### config.mk
export PLATFORM = sky130hd
export DESIGN_NAME = csa_resolver_seq
export DESIGN_NICKNAME = d
export VERILOG_FILES = /design/src/rtl/csa_resolver_seq.sv
export SDC_FILE = /design/constraint.sdc
export NUM_CORES = 1
export LEC_CHECK = 0
export ABC_AREA = 1
export CELL_PAD_IN_SITES_DETAIL_PLACEMENT = 0
export CELL_PAD_IN_SITES_GLOBAL_PLACEMENT = 2
export CORE_MARGIN = 3
export CORE_UTILIZATION = 29
export DETAILED_ROUTE_END_ITERATION = 7
export PLACE_DENSITY = 0.78
export RECOVER_POWER = 25
export SYNTH_ARGS = -nofsm -noshare
export SYNTH_HDL_FRONTEND = slang
export SYNTH_SLANG_ARGS = --single-unit
### constraint.sdc
create_clock -name clk -period 3.3 [get_ports clk]
set_input_delay 0.66 -clock clk [delete_from_list [all_inputs] [get_ports clk]]
set_output_delay 0.66 -clock clk [all_outputs]
set_load 0.01 [all_outputs]
### src/rtl/csa_resolver_seq.sv
// csa_resolver_seq
//   Resolves the final carry-save pair (sum row, carry row) of the 4:2
//   compressor tree into a binary product. The add is done as a chunked
//   ripple, CHUNK bits per cycle, over N = WIDTH/CHUNK cycles. One operation
//   is held at a time; valid/ready handshake on both the input and output side.
//
//   Optional feature macro: OVF_DETECT_EN
//     defined   -> extra output "ovf" = carry out of the MSB chunk, valid with
//                  out_valid, cleared on reset and when the result is consumed.
//     undefined -> no ovf port; the final carry is dropped.
//
//   state | meaning
//   IDLE  | waiting for operands, in_ready high
//   ADD   | resolving one chunk per cycle, idx 0..N-1
//   DONE  | result presented, out_valid high until out_ready

module csa_resolver_seq #(
  parameter int WIDTH = 24,
  parameter int CHUNK = 4
) (
  input  logic             clk,
  input  logic             rst,
  input  logic             in_valid,
  output logic             in_ready,
  input  logic [WIDTH-1:0] sum_vec,
  input  logic [WIDTH-1:0] carry_vec,
  output logic             out_valid,
  input  logic             out_ready,
  output logic [WIDTH-1:0] result,
  output logic             busy
`ifdef OVF_DETECT_EN
  ,
  output logic             ovf
`endif
);

  localparam int N     = WIDTH / CHUNK;
  localparam int IDX_W = (N > 1) ? $clog2(N) : 1;
  localparam logic [IDX_W-1:0] LAST_IDX = IDX_W'(N - 1);

  typedef enum logic [1:0] {
    ST_IDLE = 2'd0,
    ST_ADD  = 2'd1,
    ST_DONE = 2'd2
  } state_t;

  state_t             state_q, state_d;
  logic [IDX_W-1:0]   idx_q, idx_d;
  logic               c_q, c_d;
  logic [WIDTH-1:0]   sum_q, sum_d;
  logic [WIDTH-1:0]   carry_q, carry_d;
  logic [WIDTH-1:0]   result_q, result_d;
  logic               out_valid_q, out_valid_d;
  logic               busy_q, busy_d;
  logic               ovf_q, ovf_d;

  logic [CHUNK-1:0]   sum_chunk;
  logic [CHUNK-1:0]   carry_chunk;
  logic [CHUNK:0]     chunk_sum;

  // One chunk of the ripple add: current chunks of both rows plus carry-in.
  always_comb begin
    sum_chunk   = sum_q[idx_q*CHUNK +: CHUNK];
    carry_chunk = carry_q[idx_q*CHUNK +: CHUNK];
    chunk_sum   = {1'b0, sum_chunk} + {1'b0, carry_chunk} + {{CHUNK{1'b0}}, c_q};
  end

  // Next-state and next-output logic for the IDLE/ADD/DONE sequence.
  always_comb begin
    state_d     = state_q;
    idx_d       = idx_q;
    c_d         = c_q;
    sum_d       = sum_q;
    carry_d     = carry_q;
    result_d    = result_q;
    out_valid_d = out_valid_q;
    busy_d      = busy_q;
    ovf_d       = ovf_q;

    case (state_q)
      ST_IDLE: begin
        if (in_valid) begin
          sum_d    = sum_vec;
          carry_d  = carry_vec;
          idx_d    = '0;
          c_d      = 1'b0;
          // Chunks not yet resolved must read as zero.
          result_d = '0;
          ovf_d    = 1'b0;
          busy_d   = 1'b1;
          state_d  = ST_ADD;
        end
      end

      ST_ADD: begin
        result_d[idx_q*CHUNK +: CHUNK] = chunk_sum[CHUNK-1:0];
        c_d = chunk_sum[CHUNK];
        if (idx_q == LAST_IDX) begin
          // idx stays at N-1 here; it only returns to 0 on the way back to IDLE.
          ovf_d       = chunk_sum[CHUNK];
          out_valid_d = 1'b1;
          state_d     = ST_DONE;
        end else begin
          idx_d = idx_q + IDX_W'(1);
        end
      end

      ST_DONE: begin
        if (out_ready) begin
          out_valid_d = 1'b0;
          busy_d      = 1'b0;
          idx_d       = '0;
          c_d         = 1'b0;
          ovf_d       = 1'b0;
          state_d     = ST_IDLE;
        end
      end

      default: begin
        out_valid_d = 1'b0;
        busy_d      = 1'b0;
        idx_d       = '0;
        c_d         = 1'b0;
        ovf_d       = 1'b0;
        state_d     = ST_IDLE;
      end
    endcase
  end

  // State and output registers; reset aborts any operation in flight.
  always_ff @(posedge clk or posedge rst) begin
    if (rst) begin
      state_q     <= ST_IDLE;
      idx_q       <= '0;
      c_q         <= 1'b0;
      sum_q       <= '0;
      carry_q     <= '0;
      result_q    <= '0;
      out_valid_q <= 1'b0;
      busy_q      <= 1'b0;
      ovf_q       <= 1'b0;
    end else begin
      state_q     <= state_d;
      idx_q       <= idx_d;
      c_q         <= c_d;
      sum_q       <= sum_d;
      carry_q     <= carry_d;
      result_q    <= result_d;
      out_valid_q <= out_valid_d;
      busy_q      <= busy_d;
      ovf_q       <= ovf_d;
    end
  end

  // in_ready is held low for as long as reset is asserted, and rises as soon
  // as reset releases since the state register already sits in IDLE.
  assign in_ready  = (state_q == ST_IDLE) && !rst;
  assign out_valid = out_valid_q;
  assign result    = result_q;
  assign busy      = busy_q;

`ifdef OVF_DETECT_EN
  assign ovf = ovf_q;
`else
  logic unused_ovf;
  assign unused_ovf = ovf_q;
`endif

endmodule

### After elaboration in Yosys (flattened, before gate mapping)

Cells that the tools add are included.

| word-level totals | value |
|---|---|
| flip-flop bits (word level) | 80 |
| input bits | 52 |
| output and inout bits | 27 |
| word-level logic and storage cells | 54 |

| cells by class | value |
|---|---|
| $add $sub $neg | 4 |
| equality and inequality tests | 7 |
| shifts and indexed selects | 4 |
| mux-type cells | 18 |
| bitwise operators | 2 |
| reduce and logical (&&, ||, !) cells | 11 |

Operators by type and width:

| cell | count |
|---|---|
| case mux 24 bit (2 select lines) | 1 |
| variable part select 24 x 6 -> 4 bit | 2 |
| negator 5 -> 34 bit | 1 |
| variable shift 4 x 34 -> 24 bit, first input constant | 1 |
| variable part select 4 x 34 -> 24 bit | 1 |
| bitwise mux 24 bit | 1 |
| two-way mux 24 bit | 1 |
| AND reduction 3 bit | 4 |
| two-way mux 3 bit | 3 |
| case mux 1 bit (3 select lines) | 3 |
| case mux 3 bit (3 select lines) | 1 |
| != test 2 bit, second input constant | 4 |
| two-way mux 2 bit | 3 |
| case mux 2 bit (3 select lines) | 1 |
| AND reduction 2 bit | 3 |
| adder 4 x 4 -> 5 bit | 1 |
| adder 5 x 1 -> 5 bit | 1 |
| two-way mux 1 bit | 4 |
| adder 3 x 1 -> 3 bit, second input constant | 1 |
| equality test 3 bit, second input constant | 1 |
| equality test 2 x 1 -> 1 bit, second input constant | 1 |
| equality test 2 bit, second input constant | 1 |
| logical NOT 2 bit | 1 |
| inverter 1 bit | 2 |
| other kinds (3) | 3 |

### Depth between registers and ports, before layout

| logic depth | value |
|---|---|
| word-level depth | 6 |
| mapped depth | 15 |
| mapped depth without buffers | 14 |

### Least setup slack after synthesis

Ideal clock, no wire load.

| timing path | value |
|---|---|
| kind | reg-to-reg |
| start | register idx_q[0] |
| end | register result_q[5] (netlist: result[5]) |
| library setup time | 0.083 ns |
| arrival time | 2.395 ns |
| required time | 3.217 ns |
| path slack | 0.822 ns |
| stages on the path, launching flop included | 15 |
| path buffers | 2 |
| period minus slack after synthesis | 2.478 ns |
| cells stage by stage | dfrtp_1 > buf_4 > buf_2 > o21ai_0 > o21ai_0 > nand2_1 > nand2_1 > fa_1 > inv_1 > fa_1 > nor2_1 > nand2_1 > inv_1 > nand3_1 > o21ai_0 |

| between the ends | value |
|---|---|
| longest elaborated chain between the ends | 6 |
| elaborated cells between the ends (all ways) | 9 |
| classes of those cells | 3 x add/sub; 4 x shift; 2 x mux |

Ends and longest elaborated chain:

| element | RTL line | RTL |
|---|---|---|
| from (decl) | 48 | `logic [IDX_W-1:0] idx_q, idx_d;` |
| from (signal assigned) | 144 | `idx_q <= idx_d;` |
| variable part select 24 x 6 -> 4 bit (on tied branches) | 63, 64 |  |
| adder 4 x 4 -> 5 bit | 65 | `chunk_sum = {1'b0, sum_chunk} + {1'b0, carry_chunk} + {{CHUNK{1'b0}}, c_q};` |
| adder 5 x 1 -> 5 bit | 65 |  |
| variable part select 4 x 34 -> 24 bit | 96 | `result_d[idx_q*CHUNK +: CHUNK] = chunk_sum[CHUNK-1:0];` |
| bitwise mux 24 bit (*) | 96 |  |
| case mux 24 bit (2 select lines) (*) | 80 | `case (state_q)` |
| to (signal assigned) | 148 | `result_q <= result_d;` |
| to (decl) | 52 | `logic [WIDTH-1:0] result_q, result_d;` |

Mark *: on every way between the ends. The rest lies on a longest branch, timed or not.
A chain may end at the register's enable or synchronous reset.

### Worst setup path after layout

Same ends and word-level chain as after synthesis.

==> summary.md <==
| Metric | Value |
|---|---|
| Total chip power | 5.10 mW |
| Post-CTS Setup Inserts | 0 |
| Final wirelength | 10100 µm |
| Clock skew | 7.08 ps |
| Post-DP Area | 4810 µm² |
| Dpl hpwl | 7460 µm |
| P_sw | 2.23 mW |
| Clock Tree Buf Depth | 2 |
| Tcrit/Tclk final | 86.2% |
| Worst Path Required | 3550 ps |
| Initial antenna violation count | 0 |
| Synth Area per Inst | 7.87 µm² |
| Top cell type's share of synthesized area | 51.7% |
| Final Non-Filler Cells | 746 |
| Setup ws final | 456 ps |
| Yosys warns | 0 |
| Internal | 2.87 mW |
| Gr ovfl total | 0 |
| Clock power share | 17.9% |
| Core ar. | 12800 µm² |
| Syn_nets | 553 |
| Relative slew slack | -32.2% |
| Final Max Tran Viols | 81 |
| RSZ-0062 raised after global routing | false |
| Iter 0 DRT Violations | 156 |
| Seq. cell area | 2000 µm² |
| Post-Synthesis Cell Area | 3870 µm² |
| Cells after Synth | 492 |
| Hold-fix buffers, CTS | 0 |
| Cts repair resizes | 0 |
| Register area share after synthesis | 51.7% |
| Die width | 122 µm |
| Post-DRT Antenna Nets | 0 |
| Via density | 4.44 |
| Post-route cell area | 5060 µm² |
| Fin nets | 630 |
| Die H | 122 µm |
| Ant diodes | 0 |
| DP Cell Count | 730 |
| Largest net degree at the start of global routing | 81 |
| Initial Util | 30.2% |
| CTS tree | done |
| Failing checks | max-capacitance violations, max-slew violations |
| Worst Setup Start Kind | flip-flop |
| Worst-Margin Slew | 1980 ps |
| Leak pwr | 2.48 nW |
| Max Freq | 352 MHz |
| Arrival time at the worst endpoint | 3100 ps |
| Clk_lat worst skew | 330 ps |
| Fillcell total | 1364 |
| Post-layout util | 39.5% |
| Final min period | 2840 ps |
| Register bit total from synthesis | 80 |
| First-pass GRT wire length | 16800 µm |
| DRC | 0 |
| Port bufs | 78 |
| Cts bufs inserted | 9 |
| Hold_ws | 465 ps |
| Router iterations before antenna repair | 4 |
| Crit Path Class | flip-flop to flip-flop |
| Leading area contributor after synthesis | dfrtp_1 |
| Power Density | 1010 nW/µm² |
| CTS clk-pin slew, worst paths | 60 ps |
| Largest cells by area after synthesis | dfrtp_1 (52%), nand2_1 (20%), o21ai_0 (6.5%) |
| Final setup viols | 0 |
| Core Rows | 41 |
| Seq pwr share | 32.8% |
| Pre-CTS setup slack | 492 ps |
| P&R area growth vs syn | 30.8% |
| I/O pin cnt | 79 |
| CTS sink count | 80 |
| Footprint of the multi-input gates | 1580 µm² |
| Critical Path Fanout Max | 12 |
| Tot GR Track Use | 14.3% |
| Net Sw Frac | 43.8% |
| Crit path capture type | flip-flop |
| Root Buffer | clkbuf_16 |
| Outcome | finished with violations |
| Max-Cap Viols | 1 |
| Vias in the first global route | 3365 |
| DR vias | 3313 |
| Layout cell share with drive strength beyond 1 | 5.92% |
| Fin Setup TNS | 0 ps |
| Final Wtd Congestion | 0.803 |
| Max VDD drop | 0.000364 V |
| Area of the die | 14800 µm² |
| Routed WL per cell | 13.5 µm |
| H-tree depth | 3 |
| Worst hold path type | flip-flop to flip-flop |
| Distinct cell type count after synthesis | 24 |
| Fin. Hold Viols | 0 |
| Comb pwr share | 49.2% |
routing by layer:
layer | vias up | GRT usage [%] | wire length [µm]
met5 | - | 0 | 0
met3 | 12 | 2.51 | 389
met1 | 1548 | 19.5 | 4830
met2 | 61 | 23.5 | 4730
li1 | 1692 | - | -
met4 | 0 | 3.99 | 126
kinds of logic after synthesis:
family,synth area share [%]
and+or+nand+nor,28.0
DFF,51.7
AOI/OAI and AO/OA,9.08
buffers and inverters,7.72
adders and majority gates,3.30
xor gates and xnor gates,0.226
Yosys cell counts:
cell      count
nor2_1       31
ha_1          7
fa_1          2
inv_1        40
o21ai_0      50
inv_2         4
o22ai_1       5
nor3_1        2
o211ai_1      2
buf_2        11
nand4_1       7
buf_4         2
nor3_2        1
a21oi_1      11
nor2_2        5
buf_6         5
or2_2         2
nand3_1      15
nand2_1     205
dfrtp_1      80
clkbuf_1      2
nand3b_1      1
xnor2_1       1
nand2_2       1
placed cells by master, fill, tap and decap left out, drive strengths merged, types with 7 or more instances in the layout:
master / Yosys / layout
nand2: 206 / 206
dfrtp: 80 / 80
clkdlybuf4s50: 0 / 77
o21ai: 50 / 50
inv: 44 / 43
nor2: 36 / 36
nand3: 15 / 15
clkbuf: 2 / 13
a21oi: 11 / 11
nand4: 7 / 7
ha: 7 / 7
buf: 18 / 7
cell type report:
class / instances / area share (%)
Tap cell: 172 / 4.25
Multi-Input combinational cell: 348 / 31.1
Clock inverter: 4 / 0.618
Clock buffer: 12 / 4.67
Inverter: 44 / 3.26
Timing Repair Buffer: 86 / 16.6
Sequential cell: 80 / 39.5
power by group through the flow:
stage | clock network (mW) | registers, mW | logic, mW
floorplan | 0 | 1.65 | 1.70
global placement | 0 | 1.70 | 2.53
detailed placement | 0 | 1.69 | 2.55
CTS | 0.934 | 1.68 | 2.56
global route | 0.968 | 1.73 | 2.91
finish | 0.915 | 1.67 | 2.51
state kept, by name (all words and copies together) (netlist names):
name / cells
c_q: 1
out_valid: 1
state_q: 2
busy: 1
carry_q: 24
idx_q: 3
result: 24
sum_q: 24
final timing paths:
kind | startpoint | endpoint | slack [ps] | cells after the start
worst max-delay path | idx_q[0] | result[5] | 460 | 14
worst min-delay path | carry_q[4] | carry_q[4] | 460 | 2
worst max register to register | idx_q[0] | result[5] | 460 | 14
worst min register to register | carry_q[4] | carry_q[4] | 460 | 2
max in group asynchronous | rst | carry_q[0] | 620 | 3
min in group asynchronous | rst | state_q[1] | 1490 | 3
worst max-delay path, cell delays in order (launching register included):
cell     delay (ps)
dfrtp_1         530
buf_4           230
a21oi_1          70
o21ai_0          90
o21ai_0         120
nand2_1          70
nand2_1          70
fa_1            420
inv_1            90
fa_1            430
nor2_1          220
nand2_1         110
inv_1            90
nand3_1          70
o21ai_0         150
Note: power is estimated with default switching activity, not from simulation.
